## src/rtl/relobi_cut.sv

```systemverilog
// TMR-protected OBI register cut: one 2-entry buffer per channel with
// triplicated, majority-voted control state. Optional saturating fault
// counter enabled by defining RELOBI_CUT_FAULT_CNT_EN.

module relobi_cut_buf #(
    parameter int unsigned Width = 32
) (
    input  logic             clk_i,
    input  logic             rst_i,
    input  logic [2:0]       in_valid,
    output logic [2:0]       in_ready,
    input  logic [Width-1:0] in_data,
    output logic [2:0]       out_valid,
    input  logic [2:0]       out_ready,
    output logic [Width-1:0] out_data,
    output logic             mismatch
);

    logic [1:0]       occ_q [3];
    logic [1:0]       occ_d [3];
    logic [2:0]       wptr_q, wptr_d;
    logic [2:0]       rptr_q, rptr_d;
    logic [2:0]       push, pop;
    logic [1:0]       occ_v;
    logic             wptr_v, rptr_v, push_v;
    logic             waddr, raddr;
    logic [Width-1:0] mem_q [2];

    function automatic logic [1:0] maj2(input logic [1:0] a, input logic [1:0] b,
                                        input logic [1:0] c);
        return (a & b) | (a & c) | (b & c);
    endfunction

    function automatic logic maj3(input logic [2:0] v);
        return (v[0] & v[1]) | (v[0] & v[2]) | (v[1] & v[2]);
    endfunction

    // Copy i only ever sees handshake bit i, so a single upset stays local.
    always_comb begin
        for (int i = 0; i < 3; i++) begin
            in_ready[i]  = ~rst_i & (occ_q[i] != 2'd2);
            out_valid[i] = ~rst_i & (occ_q[i] != 2'd0);
            push[i]      = in_valid[i] & in_ready[i];
            pop[i]       = out_valid[i] & out_ready[i];
            occ_d[i]     = occ_q[i];
            if (push[i] && !pop[i]) begin
                occ_d[i] = occ_q[i] + 2'd1;
            end else if (pop[i] && !push[i]) begin
                occ_d[i] = occ_q[i] - 2'd1;
            end
            wptr_d[i] = wptr_q[i] ^ push[i];
            rptr_d[i] = rptr_q[i] ^ pop[i];
        end
    end

    assign occ_v  = maj2(occ_d[0], occ_d[1], occ_d[2]);
    assign wptr_v = maj3(wptr_d);
    assign rptr_v = maj3(rptr_d);
    assign push_v = maj3(push);
    assign waddr  = maj3(wptr_q);
    assign raddr  = maj3(rptr_q);

    assign mismatch = (occ_d[0] != occ_d[1]) || (occ_d[1] != occ_d[2]) ||
                      (wptr_d != 3'b000 && wptr_d != 3'b111) ||
                      (rptr_d != 3'b000 && rptr_d != 3'b111);

    always_ff @(posedge clk_i or posedge rst_i) begin
        if (rst_i) begin
            for (int i = 0; i < 3; i++) begin
                occ_q[i] <= 2'd0;
            end
            wptr_q   <= 3'b000;
            rptr_q   <= 3'b000;
            mem_q[0] <= '0;
            mem_q[1] <= '0;
        end else begin
            for (int i = 0; i < 3; i++) begin
                occ_q[i] <= occ_v;
            end
            wptr_q <= {3{wptr_v}};
            rptr_q <= {3{rptr_v}};
            if (push_v) begin
                mem_q[waddr] <= in_data;
            end
        end
    end

    assign out_data = mem_q[raddr];

endmodule

module relobi_cut #(
    parameter int unsigned AChanWidth = 64,
    parameter int unsigned RChanWidth = 48,
    parameter bit          UseRReady  = 1'b0
) (
    input  logic                  clk_i,
    input  logic                  rst_i,
    input  logic [2:0]            sbr_a_req_i,
    output logic [2:0]            sbr_a_gnt_o,
    input  logic [AChanWidth-1:0] sbr_a_i,
    output logic [2:0]            sbr_rvalid_o,
    input  logic [2:0]            sbr_rready_i,
    output logic [RChanWidth-1:0] sbr_r_o,
    output logic [2:0]            mgr_a_req_o,
    input  logic [2:0]            mgr_a_gnt_i,
    output logic [AChanWidth-1:0] mgr_a_o,
    input  logic [2:0]            mgr_rvalid_i,
    output logic [2:0]            mgr_rready_o,
    input  logic [RChanWidth-1:0] mgr_r_i,
    output logic                  fault_o,
    output logic [15:0]           fault_cnt_o
);

    logic [2:0] r_in_ready;
    logic [2:0] r_out_ready;
    logic       a_mismatch, r_mismatch;
    logic       fault_q;

    relobi_cut_buf #(.Width(AChanWidth)) i_a_buf (
        .clk_i     (clk_i),
        .rst_i     (rst_i),
        .in_valid  (sbr_a_req_i),
        .in_ready  (sbr_a_gnt_o),
        .in_data   (sbr_a_i),
        .out_valid (mgr_a_req_o),
        .out_ready (mgr_a_gnt_i),
        .out_data  (mgr_a_o),
        .mismatch  (a_mismatch)
    );

    relobi_cut_buf #(.Width(RChanWidth)) i_r_buf (
        .clk_i     (clk_i),
        .rst_i     (rst_i),
        .in_valid  (mgr_rvalid_i),
        .in_ready  (r_in_ready),
        .in_data   (mgr_r_i),
        .out_valid (sbr_rvalid_o),
        .out_ready (r_out_ready),
        .out_data  (sbr_r_o),
        .mismatch  (r_mismatch)
    );

    // Without R backpressure the buffer drains every cycle, so it never fills.
    if (UseRReady) begin : gen_rready
        assign r_out_ready  = sbr_rready_i;
        assign mgr_rready_o = r_in_ready;
    end else begin : gen_no_rready
        logic unused_rready;
        assign r_out_ready   = 3'b111;
        assign mgr_rready_o  = rst_i ? 3'b000 : 3'b111;
        assign unused_rready = ^{sbr_rready_i, r_in_ready};
    end

    always_ff @(posedge clk_i or posedge rst_i) begin
        if (rst_i) begin
            fault_q <= 1'b0;
        end else begin
            fault_q <= a_mismatch | r_mismatch;
        end
    end

    assign fault_o = fault_q;

`ifdef RELOBI_CUT_FAULT_CNT_EN
    logic [15:0] fault_cnt_q;

    always_ff @(posedge clk_i or posedge rst_i) begin
        if (rst_i) begin
            fault_cnt_q <= 16'h0000;
        end else if (fault_q && fault_cnt_q != 16'hFFFF) begin
            fault_cnt_q <= fault_cnt_q + 16'd1;
        end
    end

    assign fault_cnt_o = fault_cnt_q;
`else
    assign fault_cnt_o = 16'h0000;
`endif

endmodule

```

## config.mk

```make
export PLATFORM = sky130hd
export DESIGN_NAME = relobi_cut
export DESIGN_NICKNAME = d
export VERILOG_FILES = /design/src/rtl/relobi_cut.sv
export SDC_FILE = /design/constraint.sdc
export NUM_CORES = 1
export LEC_CHECK = 0
export CORE_MARGIN = 2
export CORE_UTILIZATION = 50
export DETAILED_ROUTE_END_ITERATION = 16
export GPL_TIMING_DRIVEN = 0
export PLACE_DENSITY_LB_ADDON = 0.08
export SYNTH_ARGS = -nofsm -noshare
export SYNTH_HDL_FRONTEND = slang
export SYNTH_HIERARCHICAL = 1
export SYNTH_SLANG_ARGS = --single-unit
export TNS_END_PERCENT = 5
```

## constraint.sdc

```tcl
create_clock -name clk_i -period 5.4 [get_ports clk_i]
set_input_delay 1.08 -clock clk_i [delete_from_list [all_inputs] [get_ports clk_i]]
set_output_delay 1.08 -clock clk_i [all_outputs]
set_load 0.02 [all_outputs]
```

# Word-level counts from Yosys, hierarchy flattened
# Cells that the tools add are included.
dict set report classes {
  add_sub_neg 4
  n_lt_le_gt_ge 6
  eq_ne 10
  n_mux 25
  bitwise 91
  n_reduce_logical 40
}
# op n
set ops {}
lappend ops {{two-way mux 64 bit} 4}
lappend ops {{two-way mux 48 bit} 4}
lappend ops {{bitwise mux 128 bit} 1}
lappend ops {{bitwise mux 96 bit} 1}
lappend ops {{demux 64 bit (select 1 bit)} 1}
lappend ops {{demux 48 bit (select 1 bit)} 1}
lappend ops {{AND 1 bit} 43}
lappend ops {{two-way mux 2 bit} 12}
lappend ops {{OR 1 bit} 21}
lappend ops {{logical AND 1 bit} 18}
lappend ops {{AND 2 bit} 6}
lappend ops {{!= test 3 bit (second input constant)} 4}
lappend ops {{nonzero test 3 bit} 4}
lappend ops {{bitwise XOR 1 bit} 12}
lappend ops {{logical NOT 1 bit} 10}
lappend ops {{greater-or-equal comparator 2 bit (second input constant)} 4}
lappend ops {{!= test 2 bit} 4}
lappend ops {{NOT 1 -> 2 bit} 4}
lappend ops {{OR 2 bit} 4}
lappend ops {{logical OR 1 bit} 6}
lappend ops {{adder 2 x 1 -> 2 bit (second input constant)} 2}
lappend ops {{< comparator 2 x 1 -> 1 bit (second input constant)} 2}
lappend ops {{!= test 2 bit (second input constant)} 2}
lappend ops {{nonzero test 2 bit} 2}
lappend ops {{other kinds (3)} 4}
dict set report totals {
  ff_bits 233
  inputBits 126
  out_inout_bits 141
  word_cells 187
}

# Longest topological paths before layout
# Gate-level depths: netlist (run 1).
dict set report depth {
  word_depth 12
  depth_mapped 10
  depth_no_buf 10
}

# Modules after synthesis
# The synthesis (run 1) kept the hierarchy.
# module instances cells_each area_per_inst_um2 seq_area_each_um2
set modules_own_cells {}
lappend modules_own_cells {{relobi_cut_buf (i_a_buf)} 1 417 6272.3 3303.2}
lappend modules_own_cells {{relobi_cut_buf (i_r_buf)} 1 333 4732.0 2502.4}
lappend modules_own_cells {relobi_cut 1 23 177.7 25.0}

# Least setup slack after synthesis (run 1)
# Ideal clock, no wire load.
dict set report synth_path {
  path_kind {input to register}
  from {in rst_i}
  to {reg fault_q (netlist: fault_o)}
  setup_ns 0.124
  arrival_ns 5.412
  required_ns 5.276
  slack_ns -0.136
  path_stages 9
  path_buffers 1
  cell_sequence {buf_2 inv_1 and4_1 nor4_1 nand2_1 ha_1 nor4_1 nand3_1 or2_1}
}
dict set report synth_between {
  elab_chain_cells 12
  elab_cells_between_ends 83
  cone_classes {eq/ne (8); mux (12); bitwise (27); reduce/logical (36)}
}
# element line_no
set synth_rtl {}
lappend synth_rtl {{start: declaration} 98} ;# input logic rst_i,
lappend synth_rtl {{NOT 1 bit (*)} {41, 42}}
lappend synth_rtl {{AND 1 bit} 41} ;# in_ready[i] = ~rst_i & (occ_q[i] != 2'd2);
lappend synth_rtl {{AND 1 bit} 43} ;# push[i] = in_valid[i] & in_ready[i];
lappend synth_rtl {{logical NOT 1 bit} 48} ;# end else if (pop[i] && !push[i]) begin
lappend synth_rtl {{logical AND 1 bit} 48}
lappend synth_rtl {{two-way mux 2 bit} 48}
lappend synth_rtl {{two-way mux 2 bit} 46} ;# if (push[i] && !pop[i]) begin
lappend synth_rtl {{!= test 2 bit} 63} ;# assign mismatch = (occ_d[0] != occ_d[1]) || (occ_d[1] != occ_d[2]) ||
lappend synth_rtl {{logical OR 1 bit (2 in a row)} 63}
lappend synth_rtl {{logical OR 1 bit (*)} 64} ;# (wptr_d != 3'b000 && wptr_d != 3'b111) ||
lappend synth_rtl {{via a_mismatch} 117} ;# logic a_mismatch, r_mismatch;
lappend synth_rtl {{OR 1 bit (*)} 159} ;# fault_q <= a_mismatch | r_mismatch;
lappend synth_rtl {{end signal: assignment} 159}
lappend synth_rtl {{end: declaration} 118} ;# logic fault_q;
# The timed path passes the listed nets; every way through them passes the cells marked *.
# A chain may end at the register's enable or synchronous reset.

# Worst setup path after layout (run 1)
# Ends and elaborated chain as after synthesis.

==> reports/qor.yml, run 1 <==
setup_path:
  crit_start: "rst_i"
  endpoint: "fault_o"
  regToRegEndpoint: "fault_o"
  reg2reg_slack_ns: 2.52
  r2r_cells: 10
  cp-start-kind: "input pin"
  worst_r2r_startpoint: "i_a_buf/occ_q[0]"
  required_ns: 5.81
  path_max_fanout: 41
  worst-setup-path-type: "input pin to flop"
  cp.arrival_ns: 4.72
  end_kind: "flop"
placement:
  io_buffers: 247
  place_congestion: 0.8004
  hpwl_um: 17380
floorplan:
  rows: 54
  coreArea_mm2: 0.02189
  fp.dieW_um: 153.4
  dieArea_mm2: 0.02355
  initial_core_util_pct: 51.01
  io-pin-count: 267
  die_h_um: 153.4
drt:
  top_layer_used: "met5"
  drc: 0
  drtIter0Drc: 197
  wl_met2_um: 11490
  wl_met3_um: 1920
  routedLengthMet1_um: 10590
  avgRoutedWirePerCell_um: 17.72
  drtPass1Iterations: 3
  vias: 7052
  final_antenna_net_count: 0
  viasPerCell: 5.114
  totalWireLength_um: 24430
power:
  vdd_drop_max_mv: 0.4369
  p_per_area_mw_per_mm2: 664.7
  p_leak_nw: 6.668
timing:
  tightest_slew_ns: 0.7467
  max_freq_ghz: 0.2320
  grt_setup_unrepaired: "no"
  slew_viol_final: 0
  setup-violations-final: 0
  min_period_over_period_pct: 79.81
  hold_viol: 0
  clock-skew-final_ns: 0.01828
  finalSetupTns_ns: 0
  slew_headroom_pct: 50.22
  fin_crit_ns: 4.310
final_layout:
  layout_commonest_cell: "mux2_2"
  final_nets: 1216
  n_fill_cell: 1585
  final_core_util_pct: 69.03
  drive_above_1_share_pct: 40.98
  syn2layout_area_growth_pct: 35.33
  most-common-layout-cells: "mux2_2 (278), clkdlybuf4s50_1 (247), dfrtp_1 (233), mux2_4 (58), conb_1 (30)"
worst_hold_path:
  hold_path_class: "flop to flop"
run:
  cap_violations: 0
cts:
  clk_latency_ns: 0.52
  root_buffer: "clkbuf_16"
  clock_path_buffers: 3
  cts-htree-levels: 1
  clock_sinks: 233
  ctsResizeCount: 0
  cts_tree: "built"
  path_clk_slew_ns: 0.06
  postCtsSetupBuffers: 0
  cts.hold.buffers_added: 0
  cts-buffers-inserted: 26
yosys:
  yosysWarnings: 6
  synth_cells: 771
  avgSynthCellArea_um2: 14.48
  syn-cell-area_mm2: 0.01117
global_route:
  grt_pass1_vias: 7529
  grt_max_degree: 53
  grtUsageTotal_pct: 20.79
  grt-ovfl-total: 0
  grt_pass1_wl_um: 39930
  grt_antenna_before_repair: 2
outcome:
  status: "finished clean"
per-layer routing:
layer  up-vias  global-route usage (%)
met5         -                       0
met4         2                   4.019
met3        31                   6.890
met2       180                   34.61
met1      3505                   26.85
li1       3334                       -
stage by stage:
step	area [um2]	power (W)	hold slack, ns	worst slack [ns]	instances
after floorplan	11280	0.006317	0.4572	0.2554	799
after global placement	14100	0.008146	0.4724	-1.750	1326
after detailed placement	14190	0.008236	0.4833	0.4573	1330
after CTS	15110	0.01016	0.4983	1.001	1378
after global routing	15110	0.01065	0.5144	0.7369	1378
final	15110	0.01005	0.4930	1.090	1379
registers in the layout, indices dropped and copies added, names as in the netlist:
register,flops
i_a_buf/rptr_q,1
i_r_buf/occ_q,2
fault_o,1
i_r_buf/wptr_q,1
i_a_buf/wptr_q,1
i_a_buf/occ_q,2
i_r_buf/mem_q,96
i_a_buf/mem_q,128
i_r_buf/rptr_q,1
report_power, final:
| group | total (W) | internal, W | switching (W) |
|---|---|---|---|
| clock network | 0.00184 | 0.00114 | 0.000701 |
| logic | 0.00513 | 0.00289 | 0.00224 |
| registers | 0.00307 | 0.00264 | 0.000432 |
| total | 0.0100 | 0.00667 | 0.00338 |
critical path, stage by stage:
cell             delay [ns]
clkdlybuf4s50_1        0.60
buf_2                  0.28
clkinvlp_4             0.49
buf_12                 0.38
buf_12                 0.21
and4_1                 0.20
nor4_1                 0.39
nand2_1                0.11
ha_1                   0.29
nor4_1                 0.32
nand3_1                0.11
or2_1                  0.22
final cells by class:
class | instances | area (um2) | share of cell area (%)
diodes | 1 | 2.502 | 0.01656
plain buffers | 62 | 416.7 | 2.757
clock buffers | 40 | 824.5 | 5.456
clock inverters | 8 | 96.34 | 0.6375
inverters | 7 | 32.53 | 0.2153
multi-input cells | 497 | 4999 | 33.08
flip-flops and latches | 233 | 5831 | 38.58
well taps | 280 | 350.3 | 2.318
repair buffers | 251 | 2560 | 16.94
worst min-delay path by stage:
| stage | slack, ns | start | cells after the start | end |
|---|---|---|---|---|
| 2_1_floorplan | 0.46 | i_r_buf/wptr_q[0] | 2 | i_r_buf/wptr_q[0] |
| 3_3_place_gp | 0.47 | i_r_buf/wptr_q[0] | 2 | i_r_buf/wptr_q[0] |
| 3_5_place_dp | 0.48 | i_r_buf/wptr_q[0] | 2 | i_r_buf/wptr_q[0] |
| 4_1_cts | 0.50 | i_r_buf/wptr_q[0] | 2 | i_r_buf/wptr_q[0] |
| 5_1_grt | 0.51 | i_r_buf/mem_q[58] | 1 | i_r_buf/mem_q[58] |
| 6_report | 0.49 | i_r_buf/wptr_q[0] | 2 | i_r_buf/wptr_q[0] |
No activity file was read; power rests on OpenSTA's default activity.
==> run 2, diff against run 1 <==
Settings changed: CORE_UTILIZATION 50 to 45.
Clock period 5.4 ns to 3.69 ns, I/O delays scaled along.
==> run 2 against run 1 <==
Compared with the run above: worst hold slack gained 0.0041 ns; critical endpoint is now sbr_r_o[30]; critical path type is now flop to output pin; register-to-register slack lost 1.7 ns; first-iteration DRC count shrank 13%; wire length grew 0.23%; cell count grew 3.3%; clock-buffer cell count shrank 1; sequential cell count is the same; clock power grew 52%; combinational power grew 47%; critical path depth shrank 8; global-route usage shrank 2.0 points.
==> reports/qor.yml, run 2 (same netlist as run 1, synthesis figures left out) <==
outcome:
  status: "finished clean"
final_layout:
  regMostFlops: "i_a_buf/mem_q"
  most-common-layout-cells: "mux2_2 (278), clkdlybuf4s50_1 (247), dfrtp_1 (233), mux2_4 (58), conb_1 (30)"
  syn2layout_area_growth_pct: 36.68
  final_nets: 1219  # +0.25%
  layout_commonest_cell: "mux2_2"
  n_antenna_cell: 0  # -1
  largest_registers: "i_a_buf/mem_q (128), i_r_buf/mem_q (96)"
  area.sequential_mm2: 0.005831  # unchanged
  n_fill_cell: 1919  # +21%
  drive_above_1_share_pct: 41.60  # +0.61 points
  final_core_util_pct: 62.76  # -6.3 points
  multiInputGateArea_mm2: 0.005019  # +0.40%
  largest_register_ff_count: 128  # unchanged
floorplan:
  fp.dieW_um: 161.5  # +5.3%
  dieArea_mm2: 0.02609  # +11%
  io-pin-count: 267  # unchanged
  die_h_um: 161.5  # +5.3%
  coreArea_mm2: 0.02432  # +11%
  initial_core_util_pct: 45.92  # -5.1 points
  rows: 57  # +5.6%
setup_path:
  worst-setup-path-type: "flop to output pin"
  path_max_fanout: 10  # -76%
  slowest_stage: "clkdlybuf4s50_1"
  slowest_delay_ns: 0.56  # -0.04 ns
  cp_top_family: "buffers and inverters"
  end_kind: "output pin"
  crit_buf_inv: 3  # -2
  cp-start-kind: "flop"
  cp.arrival_ns: 2.74  # -1.98 ns
  required_ns: 2.95  # -2.86 ns
  crit_chain: "buf_1 > buf_2 > mux2_2 > clkdlybuf4s50_1"
drt:
  totalWireLength_um: 24490  # +0.23%
  vias: 6981  # -1.0%
  final_antenna_net_count: 0  # unchanged
  avgRoutedWirePerCell_um: 17.18  # -3.0%
  viasPerCell: 4.899  # -4.2%
  drtPass1Iterations: 4  # +1
  drc: 0  # unchanged
  drtIter0Drc: 171  # -13%
timing:
  clock-skew-final_ns: 0.01263  # -0.005648 ns
  slew_headroom_pct: 46.38  # -3.8 points
  grt_setup_unrepaired: "no"
  slew_viol_final: 0  # unchanged
  setup_ws_ns: 0.2096  # -0.8805 ns
  max_freq_ghz: 0.2873
  fin_crit_ns: 3.480
  setup-violations-final: 0  # unchanged
  hold_viol: 0  # unchanged
  tightest_slew_ns: 0.8044  # +0.05772 ns
  min_period_over_period_pct: 94.32
power:
  p_total_w: 0.01481  # +47%
  p_leak_nw: 6.700  # +0.49%
  p_per_area_mw_per_mm2: 970.2  # +46%
  vdd_drop_max_mv: 0.5567  # +27%
cts:
  cts-htree-levels: 1  # unchanged
  clk_latency_ns: 0.52  # about the same
  cts-buffers-inserted: 26  # unchanged
  path_clk_slew_ns: 0.06  # about the same
  root_buffer: "clkbuf_16"
  clock_path_buffers: 3  # unchanged
  cts.hold.buffers_added: 0  # unchanged
  cts_tree: "built"
  postCtsSetupBuffers: 0  # unchanged
  clock_sinks: 233  # unchanged
global_route:
  grt_pass1_wl_um: 39540  # -0.97%
  grt-ovfl-total: 0  # unchanged
  grtUsageTotal_pct: 18.84  # -2.0 points
  grt_pass1_vias: 7468  # -0.81%
  grt_max_degree: 42  # -21%
  grt_antenna_before_repair: 0  # -2
placement:
  io_buffers: 247  # unchanged
  dp_slack_ns: -0.7820  # -1.239 ns
  place_congestion: 0.7805  # -2.5%
  hpwl_um: 17390  # about the same
worst_hold_path:
  hold_path_class: "flop to flop"
run:
  cap_violations: 0  # unchanged
## run 2: report_power, final
group          leakage, nW  switching (W)  internal (W)
logic                 3.48        0.00329       0.00425
registers             2.75       0.000614       0.00386
clock network        0.471        0.00103       0.00177
total                 6.70        0.00493       0.00988
## run 2: cell type report
type	count	share of cell area (%)
clock buffers	39	5.246
flip-flops and latches	233	38.20
inverters	7	0.2213
plain buffers	62	2.804
clock inverters	9	0.9755
repair inverters	1	0.03279
repair buffers	253	16.99
multi-input cells	497	32.88
well taps	324	2.656
## run 2: final timing paths
kind / end / depth (start not counted) / slack [ns] / start
max: sbr_r_o[30] / 4 / 0.21 / i_r_buf/rptr_q[0]
min: i_r_buf/wptr_q[0] / 2 / 0.50 / i_r_buf/wptr_q[0]
max reg2reg: fault_o / 10 / 0.83 / i_r_buf/occ_q[0]
min reg2reg: i_r_buf/wptr_q[0] / 2 / 0.50 / i_r_buf/wptr_q[0]
max in group asynchronous: i_r_buf/mem_q[61] / 5 / 1.75 / rst_i
min in group asynchronous: fault_o / 2 / 0.61 / rst_i
## run 2: per-stage QoR
step                hold WS, ns  cell area (um2)  TNS [ns]  instances
floorplan                0.4572            11310    -1.317        799
global placement         0.4730            14180    -56.88       1370
detailed placement       0.4866            14310   -0.9690       1376
CTS                      0.5008            15260         0       1425
global route             0.5110            15260         0       1425
finish                   0.4972            15260         0       1425
## run 2: per-layer routing
layer	GRT usage, %	up-vias	routed length, um
li1	-	3330	-
met1	23.77	3439	10430
met2	31.72	181	11630
met3	6.009	31	1926
met4	4.302	0	498
met5	0	-	0
## run 2: repair_timing
action / in CTS / in global routing
setup endpoints to repair: 1 / 3
gates resized for setup: 1 / 1
pin swaps: 0 / 0
gates cloned: 1 / 0
## run 2: worst min-delay path: cells and delay by family (launching register included)
family	cells	cell delay, ns
flops	1	0.36
simple gates	2	0.10
